## src/rtl/alu_muldiv.sv

```systemverilog
// alu_muldiv: RV32IM/RV64IM execute unit.
//   Single-cycle integer ALU, iterative radix-4 Booth multiplier and restoring
//   divider behind one in/out valid/ready handshake. One registered result per
//   accepted op. A new op is only taken in IDLE.
//
// Parameters: XLEN (32 or 64), SHW = $clog2(XLEN) (derived).
// Ports:
//   clk, rst        clock, asynchronous active-high reset
//   in_valid/in_ready   op handshake (in_ready = IDLE)
//   sel[4:0]        op select
//   dataA, dataB    operands (A = rs1 / dividend / multiplicand)
//   out_valid/out_ready result handshake
//   dataD           result, illegal = unsupported sel (sideband of dataD)
//
// Build option: ALU_MULDIV_DIV_EN -- when defined the divider is present;
// otherwise DIV/DIVU/REM/REMU report illegal with base-op latency.
module alu_muldiv #(
    parameter int XLEN = 32,
    localparam int SHW = $clog2(XLEN)
) (
    input  logic            clk,
    input  logic            rst,
    input  logic            in_valid,
    output logic            in_ready,
    input  logic [4:0]      sel,
    input  logic [XLEN-1:0] dataA,
    input  logic [XLEN-1:0] dataB,
    output logic            out_valid,
    input  logic            out_ready,
    output logic [XLEN-1:0] dataD,
    output logic            illegal
);
    localparam int W  = XLEN + 2;           // extended multiplier operand width
    localparam int CW = $clog2(XLEN + 1);

    localparam logic [4:0] OP_ADD  = 5'h00, OP_SLL  = 5'h01, OP_SLT  = 5'h02,
                           OP_SLTU = 5'h03, OP_XOR  = 5'h04, OP_SRL  = 5'h05,
                           OP_OR   = 5'h06, OP_AND  = 5'h07, OP_SUB  = 5'h08,
                           OP_NE   = 5'h09, OP_EQ   = 5'h0A, OP_GE   = 5'h0B,
                           OP_GEU  = 5'h0C, OP_SRA  = 5'h0D,
                           OP_MUL  = 5'h10, OP_MULH = 5'h11, OP_MULHSU = 5'h12,
                           OP_MULHU = 5'h13;

    typedef enum logic [1:0] {S_IDLE, S_MUL, S_DIV, S_DONE} state_t;

    state_t            state_q, state_d;
    logic [CW-1:0]     cnt_q, cnt_d;
    logic [4:0]        op_q, op_d;
    logic              out_valid_q, out_valid_d;
    logic [XLEN-1:0]   result_q, result_d;
    logic              illegal_q, illegal_d;
    logic [W-1:0]      mul_m_q, mul_m_d;
    logic [W+1:0]      mul_acc_q, mul_acc_d;
    logic [W-1:0]      mul_b_q, mul_b_d;
    logic              mul_bm1_q, mul_bm1_d;

    assign in_ready  = (state_q == S_IDLE);
    assign out_valid = out_valid_q;
    assign dataD     = result_q;
    assign illegal   = illegal_q;

    // One radix-4 Booth digit: add the recoded partial product into the
    // upper half, then arithmetic-shift {acc, b, b[-1]} right by two.
    function automatic logic [2*W+2:0] booth_step(input logic [W+1:0] acc,
                                                  input logic [W-1:0] b,
                                                  input logic         bm1,
                                                  input logic [W-1:0] m);
        logic [W+1:0] mx, pp, sum;
        mx = {{2{m[W-1]}}, m};
        case ({b[1:0], bm1})
            3'b001, 3'b010: pp = mx;
            3'b011:         pp = mx << 1;
            3'b100:         pp = -(mx << 1);
            3'b101, 3'b110: pp = -mx;
            default:        pp = '0;
        endcase
        sum = acc + pp;
        return {{2{sum[W+1]}}, sum[W+1:2], sum[1:0], b[W-1:2], b[1]};
    endfunction

    // ---------------- base ALU ----------------
    logic [XLEN-1:0] alu_res;
    logic            alu_ill;
    logic [SHW-1:0]  shamt;
    assign shamt = dataB[SHW-1:0];

    always_comb begin
        alu_res = '0;
        alu_ill = 1'b0;
        case (sel)
            OP_ADD:  alu_res = dataA + dataB;
            OP_SUB:  alu_res = dataA - dataB;
            OP_SLL:  alu_res = dataA << shamt;
            OP_SRL:  alu_res = dataA >> shamt;
            OP_SRA:  alu_res = XLEN'($signed(dataA) >>> shamt);
            OP_SLT:  alu_res = XLEN'($signed(dataA) < $signed(dataB));
            OP_SLTU: alu_res = XLEN'(dataA < dataB);
            OP_GE:   alu_res = XLEN'($signed(dataA) >= $signed(dataB));
            OP_GEU:  alu_res = XLEN'(dataA >= dataB);
            OP_EQ:   alu_res = XLEN'(dataA == dataB);
            OP_NE:   alu_res = XLEN'(dataA != dataB);
            OP_XOR:  alu_res = dataA ^ dataB;
            OP_OR:   alu_res = dataA | dataB;
            OP_AND:  alu_res = dataA & dataB;
            default: alu_ill = 1'b1;   // includes M ops when routed here
        endcase
    end

    // ---------------- multiplier step ----------------
    logic            is_mul, a_sgn, b_sgn;
    logic [W-1:0]    a_ext, b_ext;
    logic [W+1:0]    st_acc_in, st_acc;
    logic [W-1:0]    st_b_in, st_m_in, st_b;
    logic            st_bm1_in, st_bm1;

    assign is_mul = (sel[4:2] == 3'b100);
    assign a_sgn  = (sel == OP_MULH) || (sel == OP_MULHSU);
    assign b_sgn  = (sel == OP_MULH);
    assign a_ext  = {{2{a_sgn & dataA[XLEN-1]}}, dataA};
    assign b_ext  = {{2{b_sgn & dataB[XLEN-1]}}, dataB};

    // The accept cycle retires the first digit from the live operands, so the
    // W/2 digits fit in the accept cycle plus XLEN/2 cycles in S_MUL.
    always_comb begin
        if (state_q == S_IDLE) begin
            st_acc_in = '0;
            st_b_in   = b_ext;
            st_bm1_in = 1'b0;
            st_m_in   = a_ext;
        end else begin
            st_acc_in = mul_acc_q;
            st_b_in   = mul_b_q;
            st_bm1_in = mul_bm1_q;
            st_m_in   = mul_m_q;
        end
        {st_acc, st_b, st_bm1} = booth_step(st_acc_in, st_b_in, st_bm1_in, st_m_in);
    end

`ifdef ALU_MULDIV_DIV_EN
    // ---------------- divider ----------------
    logic [XLEN-1:0] div_rem_q, div_rem_d;
    logic [XLEN-1:0] div_quo_q, div_quo_d;
    logic [XLEN-1:0] div_dsr_q, div_dsr_d;
    logic            div_qneg_q, div_qneg_d;
    logic            div_rneg_q, div_rneg_d;
    logic            is_div, a_neg, b_neg;
    logic [XLEN:0]   div_sh, div_diff;
    logic [XLEN-1:0] div_q_fin, div_r_fin;

    assign is_div    = (sel[4:2] == 3'b101);
    assign a_neg     = !sel[0] && dataA[XLEN-1];
    assign b_neg     = !sel[0] && dataB[XLEN-1];
    assign div_sh    = {div_rem_q, div_quo_q[XLEN-1]};
    assign div_diff  = div_sh - {1'b0, div_dsr_q};
    assign div_q_fin = div_qneg_q ? -div_quo_q : div_quo_q;
    assign div_r_fin = div_rneg_q ? -div_rem_q : div_rem_q;
`endif

    // ---------------- control ----------------
    always_comb begin
        state_d     = state_q;
        cnt_d       = cnt_q;
        op_d        = op_q;
        out_valid_d = out_valid_q;
        result_d    = result_q;
        illegal_d   = illegal_q;
        mul_m_d     = mul_m_q;
        mul_acc_d   = mul_acc_q;
        mul_b_d     = mul_b_q;
        mul_bm1_d   = mul_bm1_q;
`ifdef ALU_MULDIV_DIV_EN
        div_rem_d   = div_rem_q;
        div_quo_d   = div_quo_q;
        div_dsr_d   = div_dsr_q;
        div_qneg_d  = div_qneg_q;
        div_rneg_d  = div_rneg_q;
`endif
        case (state_q)
            S_IDLE: begin
                if (in_valid) begin
                    op_d = sel;
                    if (is_mul) begin
                        mul_m_d   = a_ext;
                        mul_acc_d = st_acc;
                        mul_b_d   = st_b;
                        mul_bm1_d = st_bm1;
                        cnt_d     = CW'(XLEN/2 - 1);
                        state_d   = S_MUL;
                    end
`ifdef ALU_MULDIV_DIV_EN
                    else if (is_div && dataB == '0) begin
                        result_d    = sel[1] ? dataA : '1;
                        illegal_d   = 1'b0;
                        out_valid_d = 1'b1;
                        state_d     = S_DONE;
                    end else if (is_div && !sel[0] && dataB == '1 &&
                                 dataA == {1'b1, {(XLEN-1){1'b0}}}) begin
                        result_d    = sel[1] ? '0 : dataA;
                        illegal_d   = 1'b0;
                        out_valid_d = 1'b1;
                        state_d     = S_DONE;
                    end else if (is_div) begin
                        // Accept cycle strips the signs; they are reapplied
                        // in the final cycle.
                        div_quo_d  = a_neg ? -dataA : dataA;
                        div_dsr_d  = b_neg ? -dataB : dataB;
                        div_rem_d  = '0;
                        div_qneg_d = a_neg ^ b_neg;
                        div_rneg_d = a_neg;
                        cnt_d      = CW'(XLEN);
                        state_d    = S_DIV;
                    end
`endif
                    else begin
                        result_d    = alu_res;
                        illegal_d   = alu_ill;
                        out_valid_d = 1'b1;
                        state_d     = S_DONE;
                    end
                end
            end
            S_MUL: begin
                mul_acc_d = st_acc;
                mul_b_d   = st_b;
                mul_bm1_d = st_bm1;
                if (cnt_q == '0) begin
                    result_d    = (op_q == OP_MUL) ? st_b[XLEN-1:0]
                                                   : {st_acc[XLEN-3:0], st_b[W-1:XLEN]};
                    illegal_d   = 1'b0;
                    out_valid_d = 1'b1;
                    state_d     = S_DONE;
                end else begin
                    cnt_d = cnt_q - 1'b1;
                end
            end
`ifdef ALU_MULDIV_DIV_EN
            S_DIV: begin
                if (cnt_q != '0) begin
                    // Restoring step: keep the trial difference only if no borrow.
                    if (!div_diff[XLEN]) begin
                        div_rem_d = div_diff[XLEN-1:0];
                        div_quo_d = {div_quo_q[XLEN-2:0], 1'b1};
                    end else begin
                        div_rem_d = div_sh[XLEN-1:0];
                        div_quo_d = {div_quo_q[XLEN-2:0], 1'b0};
                    end
                    cnt_d = cnt_q - 1'b1;
                end else begin
                    result_d    = op_q[1] ? div_r_fin : div_q_fin;
                    illegal_d   = 1'b0;
                    out_valid_d = 1'b1;
                    state_d     = S_DONE;
                end
            end
`endif
            S_DONE: begin
                if (out_ready) begin
                    out_valid_d = 1'b0;
                    state_d     = S_IDLE;
                end
            end
            default: state_d = S_IDLE;
        endcase
    end

    always_ff @(posedge clk or posedge rst) begin
        if (rst) begin
            state_q     <= S_IDLE;
            cnt_q       <= '0;
            op_q        <= '0;
            out_valid_q <= 1'b0;
            result_q    <= '0;
            illegal_q   <= 1'b0;
            mul_m_q     <= '0;
            mul_acc_q   <= '0;
            mul_b_q     <= '0;
            mul_bm1_q   <= 1'b0;
`ifdef ALU_MULDIV_DIV_EN
            div_rem_q   <= '0;
            div_quo_q   <= '0;
            div_dsr_q   <= '0;
            div_qneg_q  <= 1'b0;
            div_rneg_q  <= 1'b0;
`endif
        end else begin
            state_q     <= state_d;
            cnt_q       <= cnt_d;
            op_q        <= op_d;
            out_valid_q <= out_valid_d;
            result_q    <= result_d;
            illegal_q   <= illegal_d;
            mul_m_q     <= mul_m_d;
            mul_acc_q   <= mul_acc_d;
            mul_b_q     <= mul_b_d;
            mul_bm1_q   <= mul_bm1_d;
`ifdef ALU_MULDIV_DIV_EN
            div_rem_q   <= div_rem_d;
            div_quo_q   <= div_quo_d;
            div_dsr_q   <= div_dsr_d;
            div_qneg_q  <= div_qneg_d;
            div_rneg_q  <= div_rneg_d;
`endif
        end
    end
endmodule
```

## config.mk

```make
export PLATFORM = sky130hd
export DESIGN_NAME = alu_muldiv
export DESIGN_NICKNAME = d
export VERILOG_FILES = /design/src/rtl/alu_muldiv.sv
export SDC_FILE = /design/constraint.sdc
export NUM_CORES = 1
export LEC_CHECK = 0
export ABC_AREA = 1
export CAP_MARGIN = 10
export CORE_AREA = 4 4 225 282
export DETAILED_ROUTE_END_ITERATION = 8
export DIE_AREA = 0 0 229 286
export GPL_TIMING_DRIVEN = 0
export SLEW_MARGIN = 10
export SYNTH_ARGS = -nofsm -noshare
export SYNTH_HDL_FRONTEND = slang
export SYNTH_SLANG_ARGS = --single-unit
```

## constraint.sdc

```tcl
create_clock -name clk -period 10.3 [get_ports clk]
set_input_delay 1.03 -clock clk [delete_from_list [all_inputs] [get_ports clk]]
set_output_delay 1.03 -clock clk [all_outputs]
set_load 0.005 [all_outputs]
```

# Word-level counts from Yosys, hierarchy flattened

Index checks and enable logic that the tools add are counted.

Register bits after elaboration: 151
Output and inout port bits: 35
Word-level logic and storage cells: 116

Add/sub/neg operators: 6
Magnitude comparators: 4
Equal/unequal tests: 33
Shift operators: 3
Multiplexer cells: 39
Bitwise gates (word level): 5
Reductions and logical operators: 16

Operators with widths:

| kind                                                                   | number |
|---|---|
| 32-bit one-hot mux with 14 select lines                                | 1 |
| 36-bit one-hot mux with 4 select lines                                 | 1 |
| 34-bit two-way mux                                                     | 4 |
| 32-bit two-way mux                                                     | 4 |
| 36-bit two-way mux                                                     | 3 |
| 36-bit negation                                                        | 2 |
| 36-bit one-hot mux with 2 select lines                                 | 1 |
| 34-bit one-hot mux with 2 select lines                                 | 1 |
| 32-bit >= comparator                                                   | 2 |
| 32-bit < comparator                                                    | 2 |
| 32-bit one-hot mux with 2 select lines                                 | 1 |
| 36-bit adder                                                           | 1 |
| 32-bit adder                                                           | 1 |
| 32-bit bitwise AND                                                     | 1 |
| 32-bit equality test                                                   | 1 |
| 32-bit inequality test                                                 | 1 |
| 32-bit OR                                                              | 1 |
| 32-bit by 5-bit left shift with 32-bit output                          | 1 |
| 32-bit by 5-bit right shift with 32-bit output                         | 1 |
| 32-bit by 5-bit >>> shifter with 32-bit output                         | 1 |
| 32-bit subtractor                                                      | 1 |
| 32-bit bitwise XOR                                                     | 1 |
| 5-bit by 4-bit equality test with 1-bit output (second input constant) | 6 |
| 5-bit by 3-bit equality test with 1-bit output (second input constant) | 4 |
| other kinds (31)                                                       | 63 |

# Depth between registers and ports, before layout

Gate-level depths: netlist (run 1).

Word-level depth: 10
Mapped depth: 31

# Worst setup path before layout (run 1)

OpenSTA, ideal clock, no wires.

Kind: input-to-reg
Start point: in dataA[0]
End point: reg result_q[12], in the netlist dataD[12]
Setup time: 0.079 ns
Data arrival time: 3.991 ns
Required time: 10.221 ns
Slack: 6.230 ns
Stages on the path: 23
Path buffers: 0
Path through: inv_1 > o21ai_0 > inv_1 > ha_1 > nand2_1 > nor2_1 > nand2_2 > nor2_1 > xor2_1 > a221oi_1 > o21ai_0 > ha_1 > nand2_1 > inv_1 > nand2_1 > nor3_1 > nand2_1 > nand3_1 > inv_1 > or2_2 > nand3_1 > a21oi_1 > a2bb2oi_1

Word-level cells in the longest chain between the ends: 7

Ends and longest elaborated chain:

| element                                   | line   | RTL |
|---|---|---|
| start, declared                           | 26     | `input logic [XLEN-1:0] dataA,` |
| 34-bit two-way mux                        | 125    | `if (state_q == S_IDLE) begin` |
| 36-bit negation, on equally long branches | 74, 73 |  |
| 36-bit one-hot mux with 4 select lines    | 70     | `case ({b[1:0], bm1})` |
| 36-bit adder                              | 77     | `sum = acc + pp;` |
| 32-bit two-way mux                        | 227    | `result_d = (op_q == OP_MUL) ? st_b[XLEN-1:0]` |
| 32-bit two-way mux                        | 226    | `if (cnt_q == '0) begin` |
| 32-bit one-hot mux with 2 select lines *  | 178    | `case (state_q)` |
| end signal, assigned                      | 290    | `result_q <= result_d;` |
| end, declared                             | 50     | `logic [XLEN-1:0] result_q, result_d;` |

Mark *: on every way between the ends. The rest lies on a longest branch, timed or not. The select of a mux whose other input is x is not followed.
A chain may end at the register's enable or synchronous reset.

# Worst setup path in the final report (run 1)

Start point: in dataA[1]
End point: reg result_q[29], in the netlist dataD[29]

The elaborated chain is that of the path after synthesis.

==> flow_summary.yaml, run 1 <==
status:
  status: "complete, but fails checks"
  violations: "DRC"
grt:
  grt_pass1_wl_mm: 176
  top_usage_layer: "met2"
  antenna_found_initial: 2
  grt_use_met2: 0.609
  overflow: 0
  grt_pass1_vias: 25800
  use_met1: 0.428
  grt_util_met3: 0.0470
  grt_start_max_net_pins: 112
  grt.total_usage: 0.364
setup_path:
  end_kind: "flop"
  cpMaxStageDelayCell: "clkdlybuf4s50_1"
  worstReg2RegEnd: "dataD[29]"
  start_kind: "input port"
  worst_ep_required_time_ns: 10.63
  r2r_cells: 26
  slowest_delay_ns: 0.72
  crit_type: "input port to flop"
  worstReg2RegStart: "state_q[0]"
  cp_data_arrival_time_ns: 6.74
  cp_top_family: "compound AO/OA/AOI/OAI gates"
  path_max_fanout: 7
  rrSetupSlack_ns: 4.76
  cp.depth: 25
  worst-path-buf-inv: 5
synth:
  synthesis.area_mm2: 0.0211
  synth_fa_ha_area_frac: 0.0830
  synth_mux_area_frac: 0.000475
  synthSimpleGateAreaFrac: 0.420
  synth_edf_count: 0
  async_flop_share: 1.00
  yosysSeqAreaShare: 0.177
  ys_ff_latch: 149
  syn_inst: 3706
  syn-num-nets: 3917
  post_synth_xor_area_fraction: 0.0128
  ys.warnings.count: 0
  synth.avg_cell_area_um2: 5.68
  ys_types: 60
  synth_top_family_by_area: "simple AND/OR/NAND/NOR gates"
  synth_compound_area_frac: 0.197
  synth_flop_cell: "dfrtp_1"
clock_network:
  clock-sinks: 149
  ctsHoldBuffers: 0
  cts_resized: 0
  path_clk_slew_ns: 0.07
  cts_setup_buffers: 0
  cts_htree_levels: 4
  clockBufferDepth: 2
  cts_tree: "yes"
  clockRootBuffer: "clkbuf_16"
  cts_inserted_buffers: 17
  clock_latency_ns: 0.46
sta:
  setup_ws_ns: 3.88
  final-setup-viol-count: 0
  max_freq_ghz: 0.156
  hold_viol: 0
  finalMaxSlewViolations: 0
  min_period_ns: 6.42
  fin_skew_ns: 0.0156
  finalCritPeriodShare: 0.623
  rsz0062_at_grt: "false"
  finalSetupTns_ns: 0
  slew_headroom: 0.327
  worstMarginPinSlew_ns: 1.00
finish:
  synthToLayoutAreaGrowth_pct: 12.6
  nNetsFinal: 4044
  stdcell_area_mm2: 0.0237
  drive_above_1_share: 0.0476
  diodes: 0
drt:
  dr.pass1.iters: 9
  drt-initial-drc-count: 3474
  num_vias: 26900
  wl_per_cell_um: 26.9
  via_per_inst: 5.82
  drc: 6
  drtAntennaViolNets: 0
  drt_wl_total_mm: 124
run:
  drv_cap: 0
placed_design:
  dp_hpwl_mm: 103
  placed_area_mm2: 0.0231
  gp_congestion: 1.06
  port_buffers: 107
  dp_slack_ns: 3.59
pwr:
  cellLeakagePower_nw: 11.8
  p_per_area_mw_per_mm2: 326
  peakVddDrop_mv: 0.144
worst_hold_path:
  worstHoldStart: "mul_acc_q[34]"
  holdPathStages: 2
  hold_path.class: "flop to flop"
  holdPathEnd: "mul_acc_q[34]"
floorplanning:
  die_h_um: 286
  ioPinCount: 108
  die_area_mm2: 0.0655
  core_area_mm2: 0.0607
  row_count: 101
  die_x_um: 229
  initial_utilization: 0.347
[worst register-to-register path, delay by kind of cell (launching register included)]
kind                     cells  cell delay (ns)
AO/OA/AOI/OAI                8             2.09
XOR/XNOR                     1             0.19
adder cells (fa/ha/maj)      2             0.84
buffers and inverters        5             0.56
flip-flops                   1             0.45
AND/OR/NAND/NOR             10             1.30
[state kept, by name (all words and copies together), names as in the netlist, 2 cells and up]
signal and cells:
state_q 2, op_q 5, mul_m_q 33, mul_b_q 34, dataD 32, mul_acc_q 34
cnt_q 6
[cells in the mapped netlist (29+ instances only)]
library cell / n / area share
nand4_1: 41 / 0.012
nor2_1: 345 / 0.061
nand2_1: 1133 / 0.20
or2_2: 41 / 0.012
a21boi_0: 29 / 0.010
inv_1: 408 / 0.073
dfrtp_1: 149 / 0.18
nand3_1: 379 / 0.090
a21oi_1: 232 / 0.055
clkbuf_1: 118 / 0.021
ha_1: 135 / 0.080
o21ai_0: 303 / 0.072
nor3_1: 36 / 0.0086
[cell families (layout without fill, tap and decap cells)]
| group | count (synthesis) | in the layout |
|---|---|---|
| buffers and inverters | 587 | 727 |
| flip-flops | 149 | 149 |
| adder cells (fa/ha/maj) | 138 | 138 |
| XOR/XNOR | 30 | 30 |
| AO/OA/AOI/OAI | 734 | 734 |
| AND/OR/NAND/NOR | 2067 | 2067 |
| multiplexers | 1 | 1 |
[cells in the final DEF (no fill, tap or decap), types with 21 or more instances in the layout]
master	count
nand3_1	379
a21oi_1	232
o211ai_1	21
a21boi_0	29
nor3_1	36
a31oi_1	26
o21ai_0	303
nor2_1	345
nand2_2	26
nand2_1	1133
or2_2	41
o22ai_1	26
clkdlybuf4s50_1	107
clkbuf_1	118
nand4_1	41
dfrtp_1	149
inv_1	407
ha_1	135
[layout make-up]
cell class	count	area, µm²
Fill cell	6995	36900
Multi-Input combinational cell	2970	15000
Sequential cell	149	3730
Inverter	427	1610
Timing Repair Buffer	108	1100
Tap cell	772	966
Buffer	160	713
Clock buffer	17	425
Clock inverter	15	156
[how the worst max path moves through the flow]
stage | startpoint | end | slack [ns]
finish | dataA[1] | dataD[29] | 3.88
global route | dataA[1] | dataD[29] | 3.69
CTS | dataA[0] | dataD[29] | 4.06
detailed placement | dataA[0] | dataD[29] | 3.59
global placement | rst | mul_acc_q[21] | 2.75
floorplan | rst | cnt_q[0] | 5.26
[through the flow]
| step | std cells | total power [mW] | utilization | hold WS [ns] |
|---|---|---|---|---|
| 6_report | 4618 | 7.73 | 0.391 | 0.486 |
| 5_1_grt | 4618 | 8.34 | 0.391 | 0.506 |
| 4_1_cts | 4618 | 7.62 | 0.391 | 0.485 |
| 3_5_place_dp | 4586 | 6.95 | 0.381 | 0.468 |
| 3_3_place_gp | 4585 | 6.94 | 0.381 | 0.461 |
| 2_1_floorplan | 3706 | 4.87 | - | 0.444 |
[where the power goes]
group          leakage, nW  switching [mW]  total (mW)  internal, mW
registers             1.79           0.181        1.08         0.899
logic                 9.68            4.17        6.01          1.84
clock network        0.284           0.303       0.647         0.344
[routing by layer]
metal | vias to the layer above | wire, µm
li1 | 12400 | -
met3 | 397 | 8970
met1 | 12600 | 46800
met2 | 1453 | 56700
met4 | 2 | 11700
met5 | - | 12
Note: power is estimated with default switching activity, not from simulation.
==> run 2, diff against run 1 <==
- clock period: 10.3 -> 5.81 ns (I/O delays scaled with it)
==> run 2 against run 1 <==
The flow now finishes without violations. Hold slack gained 0.0012 ns. Total power is 78% higher. First-iteration DRC count shrank 6.3%. Sequential share of layout area about the same. Die area is the same. Cell count barely moved. Critical path type unchanged. Critical endpoint is now dataD[30].
==> flow_summary.yaml, run 2 (synthesized netlist as in run 1, its figures left out) <==
status:
  status: "finished, final reports clean"
drt:
  drtAntennaViolNets: 0
  via_per_inst: 5.82
  wl_per_cell_um: 26.9
  drc: 0
  num_vias: 26900
  drt-initial-drc-count: 3255
  drt_wl_total_mm: 124
  dr.pass1.iters: 7
finish:
  n_fill_cell: 6991
  final_cell_mix: "1133 x nand2_1, 402 x inv_1, 379 x nand3_1"
  synthToLayoutAreaGrowth_pct: 12.8
  stdcell_area_mm2: 0.0238
  diodes: 0
  reg.largest.list: "mul_acc_q: 34 flops, mul_b_q: 34 flops, mul_m_q: 33 flops"
  layout_commonest_cell: "nand2_1"
  nNetsFinal: 4045
  drive_above_1_share: 0.0499
grt:
  overflow: 0
  grt_start_max_net_pins: 112
  grt_pass1_vias: 25800
  use_met1: 0.428
  grt_pass1_wl_mm: 176
  grt.total_usage: 0.364
  grt_use_met2: 0.609
  top_usage_layer: "met2"
  grt_util_met3: 0.0470
  antenna_found_initial: 2
worst_hold_path:
  hold_path.class: "flop to flop"
floorplanning:
  core_area_mm2: 0.0607
  row_count: 101
  ioPinCount: 108
  initial_utilization: 0.347
  die_h_um: 286
  die_x_um: 229
  die_area_mm2: 0.0655
clock_network:
  clockBufferDepth: 2
  path_clk_slew_ns: 0.07
  cts_htree_levels: 4
  clock_latency_ns: 0.45
  clock-sinks: 149
  cts_tree: "yes"
  cts_inserted_buffers: 17
  clockRootBuffer: "clkbuf_16"
pwr:
  seqPwrFrac: 0.140
  p_per_area_mw_per_mm2: 578
  clkPwrFrac: 0.083
  internal_power_mw: 5.47
  cellLeakagePower_nw: 11.7
  total_power_mw: 13.7
  peakVddDrop_mv: 0.253
  combPwrFrac: 0.777
  p_switching_mw: 8.26
  p_sw_frac: 0.601
placed_design:
  port_buffers: 107
  dp_hpwl_mm: 103
  gp_congestion: 1.06
  placed_area_mm2: 0.0231
  dp_slack_ns: -0.450
sta:
  setup_ws_ns: 0.0315
  slew_headroom: 0.312
  finalMaxSlewViolations: 0
  hold_slack_ns: 0.487
  rsz0062_at_grt: "false"
  fin_skew_ns: 0.0126
  max_freq_ghz: 0.173
  worstMarginPinSlew_ns: 1.02
  finalCritPeriodShare: 0.995
  min_period_ns: 5.78
  hold_viol: 0
  final-setup-viol-count: 0
setup_path:
  end_kind: "flop"
  cp_data_arrival_time_ns: 6.09
  crit_type: "input port to flop"
  worst_ep_required_time_ns: 6.13
  path_max_fanout: 6
  start_kind: "input port"
run:
  drv_cap: 0
## run 2: area by class of cell
cell class / count / area (µm²) / share of cell area
inverters: 427 / 1630 / 0.0686
repair buffers: 109 / 1110 / 0.0466
well taps: 772 / 966 / 0.0407
clock inverters: 15 / 156 / 0.00658
multi-input cells: 2970 / 15000 / 0.633
flip-flops and latches: 149 / 3730 / 0.157
clock buffers: 17 / 425 / 0.0179
plain buffers: 160 / 713 / 0.0300
## run 2: path summary, 6_finish.rpt
check | start | end | slack (ns) | cells after the start
max | dataA[6] | dataD[30] | 0.03 | 26
min | mul_b_q[1] | mul_b_q[1] | 0.49 | 2
max reg2reg | state_q[0] | dataD[30] | 0.49 | 26
min reg2reg | mul_b_q[1] | mul_b_q[1] | 0.49 | 2
max in group asynchronous | rst | mul_b_q[11] | 4.34 | 3
min in group asynchronous | rst | cnt_q[0] | 0.51 | 2
## run 2: timing repair
action                                  in CTS  in global routing
hold buffers                                 0                  0
buffers inserted                             0                  1
endpoints found under the setup margin       0                 10
gates resized for setup                      0                 10
## run 2: power by group through the flow
stage / combinational, mW / clock, mW / sequential, mW
floorplan: 6.82 / 0 / 1.81
global placement: 10.4 / 0 / 1.92
detailed placement: 10.4 / 0 / 1.92
CTS: 10.5 / 1.15 / 1.90
global route: 11.6 / 1.20 / 1.97
finish: 10.7 / 1.15 / 1.92
## run 2: per-stage QoR
step / util / setup TNS, ns / std cells
2_1_floorplan: - / 0 / 3706
3_3_place_gp: 0.381 / -190.97 / 4585
3_5_place_dp: 0.381 / -1.56 / 4586
4_1_cts: 0.391 / 0 / 4618
5_1_grt: 0.392 / 0 / 4619
6_report: 0.392 / 0 / 4619
## run 2: critical path: stages
cell	delay, ns
clkdlybuf4s50_1	1.03
clkinvlp_4	0.58
nand2_1	0.24
nand2_4	0.10
nand2_1	0.10
nor2_2	0.05
nand2_2	0.08
nor2_4	0.07
nand2_4	0.09
nor2_4	0.05
or2_2	0.28
nand3_1	0.07
o211ai_1	0.26
ha_1	0.45
a21oi_1	0.22
inv_1	0.06
nor2_1	0.26
nor2_1	0.07
nor2_1	0.20
nor2_1	0.07
nor2_1	0.24
nand2_1	0.14
nand2_1	0.11
nand3_1	0.13
a21oi_1	0.37
a21boi_0	0.17
## run 2: layer usage
layer | part of all wire | up-vias
met5 | 0.000097 | -
met4 | 0.093 | 2
met3 | 0.071 | 397
met2 | 0.46 | 1470
met1 | 0.38 | 12600
li1 | - | 12400
